--- src/rtl/ca_rule_stage.sv ---
// Elementary cellular-automaton stage: streams a row of 20-bit words through an external
// 22-bit shift window and emits the next generation. Define CA_GEN_COUNT_EN to add the row counter.
module ca_rule_stage #(
    parameter int ROW_WORDS = 32
) (
    input  logic        clk,
    input  logic        clear,
    input  logic [7:0]  rule,
    input  logic [19:0] in_data,
    input  logic        in_valid,
    output logic        in_ready,
    output logic        shift_en,
    output logic [19:0] shift_din,
    input  logic [21:0] window,
    output logic [19:0] out_data,
    output logic        out_valid,
    input  logic        out_ready,
    output logic        row_done,
    output logic [15:0] gen_count
);

    localparam int CW = $clog2(ROW_WORDS);
    localparam logic [CW-1:0] CNT_ZERO  = CW'(1'b0);
    localparam logic [CW-1:0] CNT_ONE   = CW'(1'b1);
    localparam logic [CW-1:0] LAST_WORD = CW'(ROW_WORDS - 1);

    typedef enum logic [1:0] {
        LOAD  = 2'd0,
        FLUSH = 2'd1,
        DRAIN = 2'd2
    } state_t;

    state_t        state;
    state_t        state_next;
    logic [CW-1:0] word_cnt;
    logic [CW-1:0] word_cnt_next;
    logic [7:0]    rule_q;
    logic [7:0]    rule_q_next;
    logic          pend;
    logic          pend_next;
    logic          pend_set;
    logic          first_win;
    logic          first_win_next;
    logic          capture;
    logic          allowed;
    logic          row_end;
    logic [21:0]   win_eff;

    // Bit i of the result looks up the rule with {left, centre, right} = window[i+2:i].
    function automatic logic [19:0] apply_rule(input logic [7:0] r, input logic [21:0] w);
        logic [19:0] res;
        res = 20'd0;
        for (int i = 0; i < 20; i++) begin
            res[i] = r[{w[i+2], w[i+1], w[i]}];
        end
        return res;
    endfunction

    assign capture = pend & (~out_valid | out_ready);
    assign allowed = ~pend | capture;
    // The left neighbour of a row's first word is whatever the buffer held before: force it to 0.
    assign win_eff = {window[21] & ~first_win, window[20:0]};

    // Next-state, shift-buffer control and input handshake.
    always_comb begin
        state_next    = state;
        word_cnt_next = word_cnt;
        rule_q_next   = rule_q;
        in_ready      = 1'b0;
        shift_en      = 1'b0;
        shift_din     = 20'd0;
        pend_set      = 1'b0;
        row_end       = 1'b0;
        case (state)
            LOAD: begin
                in_ready  = allowed & ~clear;
                shift_en  = in_valid & allowed & ~clear;
                shift_din = in_data;
                if (shift_en) begin
                    word_cnt_next = word_cnt + CNT_ONE;
                    pend_set      = (word_cnt != CNT_ZERO);
                    if (word_cnt == CNT_ZERO) begin
                        rule_q_next = rule;
                    end else begin
                        rule_q_next = rule_q;
                    end
                    if (word_cnt == LAST_WORD) begin
                        state_next = FLUSH;
                    end else begin
                        state_next = LOAD;
                    end
                end else begin
                    word_cnt_next = word_cnt;
                end
            end
            FLUSH: begin
                shift_en = allowed & ~clear;
                pend_set = shift_en;
                if (shift_en) begin
                    state_next = DRAIN;
                end else begin
                    state_next = FLUSH;
                end
            end
            DRAIN: begin
                if (capture) begin
                    state_next    = LOAD;
                    word_cnt_next = CNT_ZERO;
                    row_end       = 1'b1;
                end else begin
                    state_next = DRAIN;
                end
            end
            default: begin
                state_next = LOAD;
            end
        endcase
    end

    // Pending-word and first-window flags; a concurrent shift keeps pend set.
    always_comb begin
        if (pend_set) begin
            pend_next = 1'b1;
        end else if (capture) begin
            pend_next = 1'b0;
        end else begin
            pend_next = pend;
        end
        if (capture) begin
            first_win_next = row_end;
        end else begin
            first_win_next = first_win;
        end
    end

    // State registers and the registered output word.
    always_ff @(posedge clk or posedge clear) begin
        if (clear) begin
            state     <= LOAD;
            word_cnt  <= CNT_ZERO;
            rule_q    <= 8'd0;
            pend      <= 1'b0;
            first_win <= 1'b1;
            out_valid <= 1'b0;
            out_data  <= 20'd0;
            row_done  <= 1'b0;
        end else begin
            state     <= state_next;
            word_cnt  <= word_cnt_next;
            rule_q    <= rule_q_next;
            pend      <= pend_next;
            first_win <= first_win_next;
            row_done  <= row_end;
            if (capture) begin
                out_valid <= 1'b1;
                out_data  <= apply_rule(rule_q, win_eff);
            end else if (out_ready) begin
                out_valid <= 1'b0;
            end
        end
    end

`ifdef CA_GEN_COUNT_EN
    logic [15:0] gen_cnt;

    // Completed-row counter, wraps at 2^16.
    always_ff @(posedge clk or posedge clear) begin
        if (clear) begin
            gen_cnt <= 16'd0;
        end else if (row_end) begin
            gen_cnt <= gen_cnt + 16'd1;
        end
    end

    assign gen_count = gen_cnt;
`else
    assign gen_count = 16'd0;
`endif

endmodule

--- config.mk ---
export PLATFORM = sky130hd
export DESIGN_NAME = ca_rule_stage
export DESIGN_NICKNAME = d
export VERILOG_FILES = /design/src/rtl/ca_rule_stage.sv
export SDC_FILE = /design/constraint.sdc
export NUM_CORES = 1
export LEC_CHECK = 0
export BUFFER_PORTS_ARGS = -buffer_cell sky130_fd_sc_hd__buf_4
export CAP_MARGIN = 20
export CELL_PAD_IN_SITES_DETAIL_PLACEMENT = 1
export CELL_PAD_IN_SITES_GLOBAL_PLACEMENT = 2
export CORE_MARGIN = 1.5
export CORE_UTILIZATION = 31
export CTS_CLUSTER_SIZE = 8
export DETAILED_ROUTE_END_ITERATION = 8
export HOLD_SLACK_MARGIN = 0.15
export PLACE_DENSITY = 0.86
export RECOVER_POWER = 50
export SLEW_MARGIN = 5
export SYNTH_ARGS = -nofsm -noshare
export SYNTH_HDL_FRONTEND = slang
export SYNTH_SLANG_ARGS = --single-unit
--- constraint.sdc ---
create_clock -name clk -period 4.8 [get_ports clk]
set_input_delay 0.96 -clock clk [delete_from_list [all_inputs] [get_ports clk]]
set_output_delay 0.96 -clock clk [all_outputs]
set_load 0.05 [all_outputs]
==> results.json <==
{
  "postSynthCellCount": 358,
  "root_buffer": "clkbuf_8",
  "syn_to_final_growth_pct": 24.96,
  "dieArea_um2": 10800,
  "fp.coreArea_um2": 9819,
  "place.gp.congestion": 0.7706,
  "drv_slew": 85,
  "cts_max_level": 2,
  "worst_r2r_endpoint": "out_data[13]",
  "hp-start": "first_win",
  "drcViolationCount": 0,
  "placed_cells": 549,
  "start_kind": "input pin",
  "syn-cell-area_um2": 3158,
  "timing.fmax_mhz": 321.3,
  "reg2regPathDepth": 4,
  "crit_type": "in -> reg",
  "start_util_pct": 32.16,
  "dp_slack_ns": 2.076,
  "critPathSlowestCell": "clkbuf_1",
  "n_antenna_cell": 0,
  "vias": 2934,
  "drt_iter0_drc": 115,
  "hp-class": "reg -> reg",
  "yosysSeqAreaShare_pct": 30.94,
  "synth_top_cells_by_area": "dfrtp_1 (30%), mux4_2 (14%), nand2_1 (7.1%), o21ai_0 (6.2%), nand4b_1 (5.3%)",
  "report.final.hold_viol_count": 0,
  "post-route-min-period_ns": 3.112,
  "drv_cap": 2,
  "clockBufferDepth": 2,
  "yosys_warnings": 0,
  "insertion_delay_ns": 0.30,
  "timing.hold.ws_ns": 0.4739,
  "seqCellArea_um2": 977.2,
  "nNetsFinal": 480,
  "setup-tns-final_ns": 0,
  "cts_tree": "done",
  "finalPower_mw": 0.8470,
  "wirelength_mm": 9.612,
  "wire_per_inst_um": 17.26,
  "cts_setup_buffers": 0,
  "instances_no_fill": 557,
  "multi_input_area_um2": 1904,
  "slew_headroom_pct": -49.98,
  "finalClockSkew_ns": 0.004225,
  "drive_gt1_share_pct": 31.13,
  "nFillCells": 1204,
  "finalSetupViolCount": 0,
  "hold_end": "first_win",
  "avgSynthCellArea_um2": 8.821,
  "synth_top_area_cell": "dfrtp_1",
  "io_pins": 114,
  "utilization_pct": 40.19,
  "cts.sink_count": 39,
  "holdPathStages": 2,
  "rsz0062_at_grt": "no",
  "cp_data_arrival_time_ns": 3.29,
  "cpLargestDelayFamily": "buffers and inverters",
  "final.setup.worst_slack_ns": 1.688,
  "status": "finished, violations left",
  "r2r_start": "out_valid",
  "track_usage_pct": 18.15,
  "avgViaCountPerCell": 5.268,
  "antenna_left": 0,
  "cts_hold_buffers": 0,
  "cp_max_fo": 40,
  "min_period_over_period_pct": 64.84,
  "grt_pass1_wl_mm": 15.77,
  "die_x_um": 103.9,
  "crit_path_max_incr_delay_ns": 1.60,
  "p_leak_nw": 1.803,
  "cts-buffers-inserted": 5,
  "yosysTopAreaCellShare_pct": 30.11,
  "antenna_found_initial": 0,
  "io_buffers": 97,
  "ir_drop_mv": 0.1367,
  "cp_num_buf_inv": 3,
  "grt_max_degree": 44,
  "yosysUniqueCellTypes": 37,
  "rows": 36,
  "critPathCaptureType": "register",
  "power_density_nw_per_um2": 214.6,
  "cp.required_ns": 4.98,
  "path_cells": "clkbuf_1 > inv_1 > clkbuf_1 > a31oi_1 > a31oi_1 > o22ai_1",
  "first_pass_iters": 4,
  "postLayoutCellArea_um2": 3946,
  "synth-seq-cells": 39,
  "cts_resized": 0,
  "placed_area_um2": 3837,
  "clkTransAtPathRegs_ns": 0.08,
  "grt_remaining_overflow": 0,
  "rrSetupSlack_ns": 2.38,
  "grt_pass1_vias": 3078,
  "die_y_um": 103.9,
  "violations": "max-capacitance violations, max-slew violations",
  "dpl.hpwl_mm": 6.741,
  "worstMarginPinSlew_ns": 2.250
}
[report_power, final]
part	total, mW	internal, mW	leakage, nW	switching [mW]
Combinational	0.161	0.0715	1.21	0.0893
Sequential	0.349	0.332	0.525	0.0164
Clock	0.337	0.208	0.0654	0.129
[area by class of cell]
class	instances	share of cell area (%)
Clock inverter	2	1.522
Clock buffer	6	1.839
Multi-Input combinational cell	268	48.26
Sequential cell	39	24.76
Timing Repair Buffer	99	18.45
Inverter	10	0.9512
Tap cell	133	4.217
[how the worst max path moves through the flow]
stage / endpoint / startpoint / cells after the start / slack (ns)
floorplan: shift_en / out_ready / 2 / 1.20
global placement: shift_en / out_ready / 4 / 2.13
detailed placement: shift_en / out_ready / 4 / 2.08
CTS: shift_din[12] / state[1] / 3 / 1.86
global route: word_cnt[0] / clear / 6 / 1.25
finish: word_cnt[0] / clear / 6 / 1.69
[state kept, by name (all words and copies together) (netlist names)]
signal / cells
first_win: 1
out_data: 20
out_valid: 1
pend: 1
row_done: 1
rule_q: 8
state: 2
word_cnt: 5
[worst min-delay path, delay by kind of cell, from the launching register on]
| kind | cells | cell delay [ns] |
|---|---|---|
| flops | 1 | 0.38 |
| simple gates | 2 | 0.10 |
[cell usage after synthesis]
cell type  instances
nand4b_1          19
nand3_1            5
mux2_4             8
and3b_1            1
nand2b_1          14
a32o_1             1
mux4_2            20
or4b_4             1
nor3_2             1
a221oi_1           1
conb_1             1
and2_1            21
nand3b_1           1
o31ai_1           13
dfstp_2            1
a21oi_1            8
a22o_1             1
a31oi_1            2
nor4_1             1
or2_1              1
nand2_1           60
buf_4             16
o22ai_1            2
nor2b_1            3
o221ai_1           8
nand4_1            1
o21ai_0           39
dfrtp_1           38
buf_6              2
inv_1             10
clkbuf_1          37
ha_1               3
and3_2             1
xor2_1             1
buf_2              1
o211ai_1           1
nor2_1            14
[routing by layer]
| metal | vias up | routed length, um | track usage [%] |
|---|---|---|---|
| met2 | 110 | 5032 | 32.92 |
| met4 | 0 | 117 | 4.861 |
| li1 | 1362 | - | - |
| met5 | - | 0 | 0 |
| met3 | 8 | 554 | 2.381 |
| met1 | 1454 | 3906 | 22.56 |
[cells by family (layout without fill, tap and decap cells)]
| kind of cell | after synthesis | in the layout | share of synthesized area, % |
|---|---|---|---|
| buf+inv | 66 | 117 | 10.26 |
| mux | 28 | 28 | 18.07 |
| xor+xnor | 1 | 1 | 0.2774 |
| fa+ha+maj | 3 | 3 | 1.189 |
| flops | 39 | 39 | 30.94 |
| other cells | 1 | 16 | 0.1187 |
| simple gates | 144 | 144 | 24.49 |
| compound gates | 76 | 76 | 14.66 |
[cell usage in the layout (no fill, tap or decap), types with 14 or more instances in the layout]
cell,netlist,routed
nand2b_1,14,14
buf_4,16,95
mux4_2,20,20
nand2_1,60,60
o21ai_0,39,39
nand4b_1,19,19
conb_1,1,16
nor2_1,14,14
and2_1,21,21
dfrtp_1,38,38
Note: power is estimated with default switching activity, not from simulation.
